$ cat src/rtl/attack_controller_pkg.sv
// Shared definitions for the attack controller: FSM encoding, grid geometry,
// result codes and the coordinate-to-map-bit mapping.
package attack_controller_pkg;

    typedef enum logic [2:0] {
        ST_IDLE   = 3'd0,
        ST_WAIT   = 3'd1,
        ST_CHECK  = 3'd2,
        ST_UPDATE = 3'd3,
        ST_OVER   = 3'd4
    } state_e;

    localparam logic [1:0] MODE_ATTACK = 2'b01;

    localparam int NUM_COLS  = 5;
    localparam int NUM_ROWS  = 7;
    localparam int NUM_CELLS = NUM_COLS * NUM_ROWS;

    localparam logic [2:0] MAX_COL = 3'd5;

    localparam logic [1:0] RES_NONE   = 2'b00;
    localparam logic [1:0] RES_MISS   = 2'b01;
    localparam logic [1:0] RES_HIT    = 2'b10;
    localparam logic [1:0] RES_REPEAT = 2'b11;

    // Row is 3 bits wide, so only the lower bound needs checking for it.
    function automatic logic coord_valid(input logic [2:0] col, input logic [2:0] row);
        return (col >= 3'd1) && (col <= MAX_COL) && (row >= 3'd1);
    endfunction

    // Cell (row r, col c) lives at bit 34-((r-1)*5+(c-1)); row 1 col 1 is the MSB.
    function automatic logic [5:0] cell_index(input logic [2:0] col, input logic [2:0] row);
        logic [5:0] lin;
        lin = (6'(row) - 6'd1) * 6'd5 + (6'(col) - 6'd1);
        return 6'd34 - lin;
    endfunction

endpackage

$ cat src/rtl/attack_controller_confirm_debouncer.sv
// Confirm button conditioning: 2-flop synchronizer, tick-sampled debouncer and
// a falling-edge detector producing a one-clock press pulse.
module confirm_debouncer #(
    parameter int DEB_TICKS = 4
) (
    input  logic clk_i,
    input  logic rst_ni,
    input  logic tick_i,
    input  logic button_n_i,
    output logic press_o
);

    localparam int CW = (DEB_TICKS > 1) ? $clog2(DEB_TICKS) : 1;

    logic          sync1_q, sync2_q;
    logic          level_q, level_d;
    logic          level_prev_q;
    logic [CW-1:0] cnt_q, cnt_d;

    always_ff @(posedge clk_i or negedge rst_ni) begin
        if (!rst_ni) begin
            sync1_q      <= 1'b1;
            sync2_q      <= 1'b1;
            level_q      <= 1'b1;
            level_prev_q <= 1'b1;
            cnt_q        <= '0;
        end else begin
            sync1_q      <= button_n_i;
            sync2_q      <= sync1_q;
            level_q      <= level_d;
            level_prev_q <= level_q;
            cnt_q        <= cnt_d;
        end
    end

    // cnt_q counts consecutive differing samples already seen; the DEB_TICKS-th flips the level.
    always_comb begin
        level_d = level_q;
        cnt_d   = cnt_q;
        if (tick_i) begin
            if (sync2_q == level_q) begin
                cnt_d = '0;
            end else if (cnt_q == CW'(DEB_TICKS - 1)) begin
                level_d = sync2_q;
                cnt_d   = '0;
            end else begin
                cnt_d = cnt_q + CW'(1);
            end
        end
    end

    assign press_o = level_prev_q & ~level_q;

endmodule

$ cat src/rtl/attack_controller.sv
// Battleship attack phase controller: takes debounced confirm presses, marks
// attacked cells, scores hits/misses/repeats and flags the end of the game.
module attack_controller
    import attack_controller_pkg::*;
#(
    parameter int DEB_TICKS = 4
) (
    input  logic                 clk,
    input  logic                 clr,
    input  logic                 tick,
    input  logic                 button_confirmation,
    input  logic [1:0]           mode,
    input  logic [5:0]           at_in,
    input  logic [NUM_CELLS-1:0] m_po,
    output logic [NUM_CELLS-1:0] m_at,
    output logic [1:0]           result,
    output logic                 err_coord,
    output logic [5:0]           shot_count,
    output logic [5:0]           hit_count,
    output logic                 game_over,
    output logic [2:0]           state_dbg
);

    state_e               state_q, state_d;
    logic [NUM_CELLS-1:0] m_at_q, m_at_d;
    logic [1:0]           result_q, result_d;
    logic                 err_q, err_d;
    logic [5:0]           shot_q, shot_d;
    logic [5:0]           hit_q, hit_d;
    logic                 over_q, over_d;
    logic [5:0]           idx_q, idx_d;
    logic                 press;
    logic                 attacking;

    confirm_debouncer #(.DEB_TICKS(DEB_TICKS)) u_confirm (
        .clk_i      (clk),
        .rst_ni     (clr),
        .tick_i     (tick),
        .button_n_i (button_confirmation),
        .press_o    (press)
    );

    assign attacking = (mode == MODE_ATTACK);

    always_ff @(posedge clk or negedge clr) begin
        if (!clr) begin
            state_q  <= ST_IDLE;
            m_at_q   <= '0;
            result_q <= RES_NONE;
            err_q    <= 1'b0;
            shot_q   <= '0;
            hit_q    <= '0;
            over_q   <= 1'b0;
            idx_q    <= '0;
        end else begin
            state_q  <= state_d;
            m_at_q   <= m_at_d;
            result_q <= result_d;
            err_q    <= err_d;
            shot_q   <= shot_d;
            hit_q    <= hit_d;
            over_q   <= over_d;
            idx_q    <= idx_d;
        end
    end

    always_comb begin
        state_d  = state_q;
        m_at_d   = m_at_q;
        result_d = result_q;
        err_d    = err_q;
        shot_d   = shot_q;
        hit_d    = hit_q;
        over_d   = over_q;
        idx_d    = idx_q;
        unique case (state_q)
            ST_IDLE: begin
                if (attacking) state_d = ST_WAIT;
            end
            ST_WAIT: begin
                if (!attacking) begin
                    state_d = ST_IDLE;
                end else if (press) begin
                    if (coord_valid(at_in[5:3], at_in[2:0])) begin
                        idx_d   = cell_index(at_in[5:3], at_in[2:0]);
                        err_d   = 1'b0;
                        state_d = ST_CHECK;
                    end else begin
                        err_d    = 1'b1;
                        result_d = RES_NONE;
                    end
                end
            end
            // Leaving attack mode here abandons the shot before anything is written.
            ST_CHECK: begin
                if (!attacking) begin
                    state_d = ST_IDLE;
                end else begin
                    if (m_at_q[idx_q]) begin
                        result_d = RES_REPEAT;
                    end else begin
                        m_at_d[idx_q] = 1'b1;
                        shot_d        = shot_q + 6'd1;
                        if (m_po[idx_q]) begin
                            result_d = RES_HIT;
                            hit_d    = hit_q + 6'd1;
                        end else begin
                            result_d = RES_MISS;
                        end
                    end
                    state_d = ST_UPDATE;
                end
            end
            ST_UPDATE: begin
                if (!attacking) begin
                    state_d = ST_IDLE;
                end else if (((m_po & ~m_at_q) == '0) && (m_po != '0)) begin
                    over_d  = 1'b1;
                    state_d = ST_OVER;
                end else begin
                    state_d = ST_WAIT;
                end
            end
            ST_OVER: begin
                state_d = ST_OVER;
            end
            default: begin
                state_d = ST_IDLE;
            end
        endcase
    end

    assign m_at       = m_at_q;
    assign result     = result_q;
    assign err_coord  = err_q;
    assign shot_count = shot_q;
    assign hit_count  = hit_q;
    assign game_over  = over_q;
    assign state_dbg  = state_q;

endmodule

$ cat config.mk
export PLATFORM = sky130hd
export DESIGN_NAME = attack_controller
export DESIGN_NICKNAME = d
export VERILOG_FILES = /design/src/rtl/attack_controller_pkg.sv /design/src/rtl/attack_controller_confirm_debouncer.sv /design/src/rtl/attack_controller.sv
export SDC_FILE = /design/constraint.sdc
export NUM_CORES = 1
export LEC_CHECK = 0
export BUFFER_PORTS_ARGS = -buffer_cell sky130_fd_sc_hd__buf_4
export CORE_MARGIN = 4
export CORE_UTILIZATION = 45
export DETAILED_ROUTE_END_ITERATION = 10
export PLACE_DENSITY = 0.69
export SYNTH_ARGS = -nofsm -noshare
export SYNTH_HDL_FRONTEND = slang
export SYNTH_SLANG_ARGS = --single-unit
$ cat constraint.sdc
create_clock -name clk -period 3 [get_ports clk]
set_clock_uncertainty 0.05 [all_clocks]
set_input_delay 0.3 -clock clk [delete_from_list [all_inputs] [get_ports clk]]
set_output_delay 0.3 -clock clk [all_outputs]
set_load 0.02 [all_outputs]
==> summary.txt <==
Route
  • DRC violations left: 0
  • Drt pass-1 iters: 5
  • Routed WL: 12.7 mm
  • Via count: between 3000 and 4000
  • Vias per cell: roughly 5.7
  • Routed Antenna Nets: 0
  • Per-cell routed wire length: 19.6 µm
  • Iter 0 DRT Violations: roughly 220

Logic synthesis
  • Post-synth top area share: 0.376
  • EDFF count, synth: 0
  • Post-synthesis compound-gate area fraction: 0.166
  • Syn Nets: 480
  • Sequential fraction of the synthesis area: 0.401
  • Syn Area/Cell: between 10 and 15 µm²
  • Post-synthesis cell type with the largest combined area: dfrtp_1
  • Cell area after synthesis: around 4100 µm²
  • Synth Area in XOR/XNOR: 0.0361
  • Yosys warnings: 0
  • Post-synthesis mux area share: 0.0855
  • Fraction of the mapped netlist area in simple logic gates: 0.152
  • Post-Synth Adder-Cell Area: 0.0782
  • Synth cell types: 61
  • Top FF cell, synth: dfrtp_1
  • Most common cell in the netlist: dfrtp_1
  • Largest family of logic cells by synthesized area: compound AO/OA/AOI/OAI gates
  • Post-synthesis register bit count: 66
  • Post-synth ARST share: 1.00
  • Top post-synthesis cells by area: dfrtp_1 (38%), ha_1 (6.4%), a21o_1 (6.0%), inv_1 (5.4%), mux2i_1 (4.4%)
  • Synth top cells by count: dfrtp_1 (62), inv_1 (59), a21o_1 (33)
  • Post-Synthesis Cells: a little over 400

GRT
  • Met1 Use GR: 0.327
  • GRT overflow: 0
  • First-pass GRT wire length: approximately 20 mm
  • Largest net degree at the start of global routing: 67
  • Global Route met3 Usage: 0.0628
  • Met2 Track Usage GR: 0.386
  • Initial antenna violation count: 0
  • Global Route Usage Sum: 0.241
  • Vias in the first global route: about 3700
  • Top Usage Layer GRT: met2

Timing
  • Worst Max-Slew Pin Slew: around 800 ps
  • Tmin final: around 3200 ps
  • Worst hold slack: -13.3 ps
  • Max Transition Viols Final: 0
  • Total negative setup slack: -157 ps
  • Fin crit share: 1.05
  • Setup WS post-layout: -157 ps
  • RSZ-0062 raised after global routing: yes
  • Final hold violations: 12
  • Final Setup Violations: 1
  • Relative slew slack: 0.454
  • Fmax: 0.317 GHz

Floorplan
  • Core Rows: 34
  • I/O pins: roughly 100
  • DIE AREA: around 11000 µm²
  • Core outline area: 8810 µm²
  • Die Ht: between 100 and 150 µm
  • Initial core utilization: 0.469
  • Overall die width: 104 µm

Pwr
  • Comb power frac: 0.384
  • Seq pwr share: 0.350
  • Peak VDD IR: ~340 µV
  • Switch share: 0.359
  • Psw: around 1.1 mW
  • Clock power frac: 0.266
  • Leak: 2.94 nW
  • Pwr dens: 572 nW/µm²
  • Internal: just under 2 mW

Placed design
  • Placed cells: approximately 630
  • HPWL Detailed: 10.1 mm
  • Placed Area: 5170 µm²
  • PortBufs: 100
  • RD Place Congestion: between 0.9 and 1

Worst setup path
  • Worst path max stage delay: about 470 ps
  • CP max FO: 2
  • CP Launch Type: input port
  • CP cell instances: buf_12 -> inv_12 -> ha_4 -> ha_4 -> inv_4 -> ha_4 -> ha_4 -> inv_2 -> fa_1 -> inv_1 -> fa_1 -> inv_1 -> ha_2 -> fa_2 -> xnor2_2 -> xnor2_1 -> xnor2_1 -> o21ai_1
  • Most common cell on crit path: ha_4
  • Worst reg2reg path startpoint: idx_q[1]
  • Setup crit start: at_in[0]
  • Req. time, crit path: roughly 3200 ps
  • Critical path arrival: about 3300 ps
  • R2r endpoint: m_at[28]
  • R2R depth: 8
  • Slowest-stage cell, CP: fa_1
  • R2r setup slk: about 190 ps
  • Critical setup path kind: input port to flop
  • Worst Setup EP: idx_q[5]
  • CP Capture Type: flop

Final layout
  • P&R area growth vs syn: 31.3%
  • Layout cells sized above 1: 0.331
  • Nets: about 600
  • Post-route cell area: 5420 µm²
  • Non-Filler Instances: about 650
  • Finished Core Util: 0.616
  • Antenna diode instance count: 0

Min path
  • Worst min path class: input port to async pin

Clock network
  • Clk root buf: clkbuf_8
  • H-tree depth: 3
  • Total CTS buffers: 9
  • Clock buffer depth: 2
  • Clock-pin slew on the worst setup and hold paths: ~80 ps
  • CTS sink cnt: 66
  • CTS tree: yes
  • Clock Latency Late Sink: approximately 350 ps

Status
  • Violations in the final reports: hold timing, setup timing
  • Run status: complete, but fails checks

Job
  • Max_cap viols: 0
[final cells by class]
type / instances / area (µm²)
sequential: 66 / 1660
multi-input combinational: 271 / 2200
timing repair buffer: 125 / 966
inverter: 59 / 249
fill: 797 / 3390
tap: 108 / 135
clock buffer: 11 / 131
clock inverter: 5 / 78.8
[per-stage QoR]
| step | hold slack (ps) | power (mW) | worst slack (ps) |
|---|---|---|---|
| final | -13.3 | 3.10 | -157 |
| after global routing | 58.0 | 3.28 | -253 |
| after CTS | 24.3 | 3.11 | -159 |
| after detailed placement | 304 | 2.27 | -660 |
| after global placement | 296 | 2.26 | -583 |
| after floorplan | -45.6 | 1.89 | -395 |
[placed cells by master (no fill, tap or decap), types with 3 or more instances in the layout]
cell,count
clkbuf_8,9
dfrtp_1,62
dfstp_2,4
a21o_1,33
ha_4,4
xnor2_1,12
nor4_1,12
mux2_2,9
o32ai_1,3
nor2_1,14
nand2_1,18
nand4_1,7
o22ai_1,20
mux2i_1,18
a22oi_1,3
o21ai_0,7
xor2_1,4
and3_1,5
nand3b_1,5
nor3_1,8
buf_4,122
inv_1,55
nand2b_1,4
a21oi_1,6
nor3b_1,4
nor2b_1,5
ha_1,16
o2bb2ai_1,3
nand3_1,8
[registers in the layout, indices dropped and copies added (netlist names)]
name / count
m_at: 35
game_over: 1
shot_count: 6
err_coord: 1
u_confirm.sync1_q: 1
hit_count: 6
u_confirm.cnt_q: 2
u_confirm.level_prev_q: 1
result: 2
idx_q: 6
u_confirm.sync2_q: 1
u_confirm.level_q: 1
state_dbg: 3
[worst min path at each step]
| stage | slack, ps | to | cells after the start | startpoint |
|---|---|---|---|---|
| finish | -10 | shot_count[3] | 1 | clr |
| global placement | 300 | u_confirm.sync2_q | 0 | u_confirm.sync1_q |
| floorplan | -50 | err_coord | 0 | clr |
| CTS | 20 | m_at[7] | 1 | clr |
| global route | 60 | shot_count[3] | 1 | clr |
| detailed placement | 300 | u_confirm.sync2_q | 0 | u_confirm.sync1_q |
[routing by layer]
layer	wire length, µm	vias to the layer above
li1	-	1712
met1	5520	1748
met2	5880	171
met3	1050	26
met4	230	0
met5	0	-
[worst max-delay path, delay by kind of cell]
family | cells | cell delay, ps
fa+ha+maj | 8 | 2230
xor+xnor | 3 | 430
compound gates | 1 | 70
buf+inv | 6 | 270
[logic make-up (layout without fill, tap and decap cells)]
kind of cell,count (synthesis),after routing
and+or+nand+nor,105,105
AOI/OAI and AO/OA,94,94
buffers and inverters,72,200
DFF,66,66
muxes,31,31
adders and majority gates,24,24
xor gates and xnor gates,17,17
[repair_timing]
| action | CTS | global route |
|---|---|---|
| resized for setup | 6 | 0 |
| endpoints found under the hold margin | 1 | 0 |
| pin swaps | 6 | 0 |
| hold buffers | 1 | 0 |
| setup buffers | 0 | 0 |
| endpoints found under the setup margin | 2 | 2 |
[power groups by stage]
stage | clock (mW) | sequential (mW) | combinational (mW)
after global routing | 0.887 | 1.09 | 1.30
after global placement | 0 | 1.09 | 1.17
after CTS | 0.846 | 1.08 | 1.19
after detailed placement | 0 | 1.10 | 1.18
after floorplan | 0 | 1.07 | 0.820
final | 0.825 | 1.08 | 1.19
No activity file was read; power rests on OpenSTA's default activity.
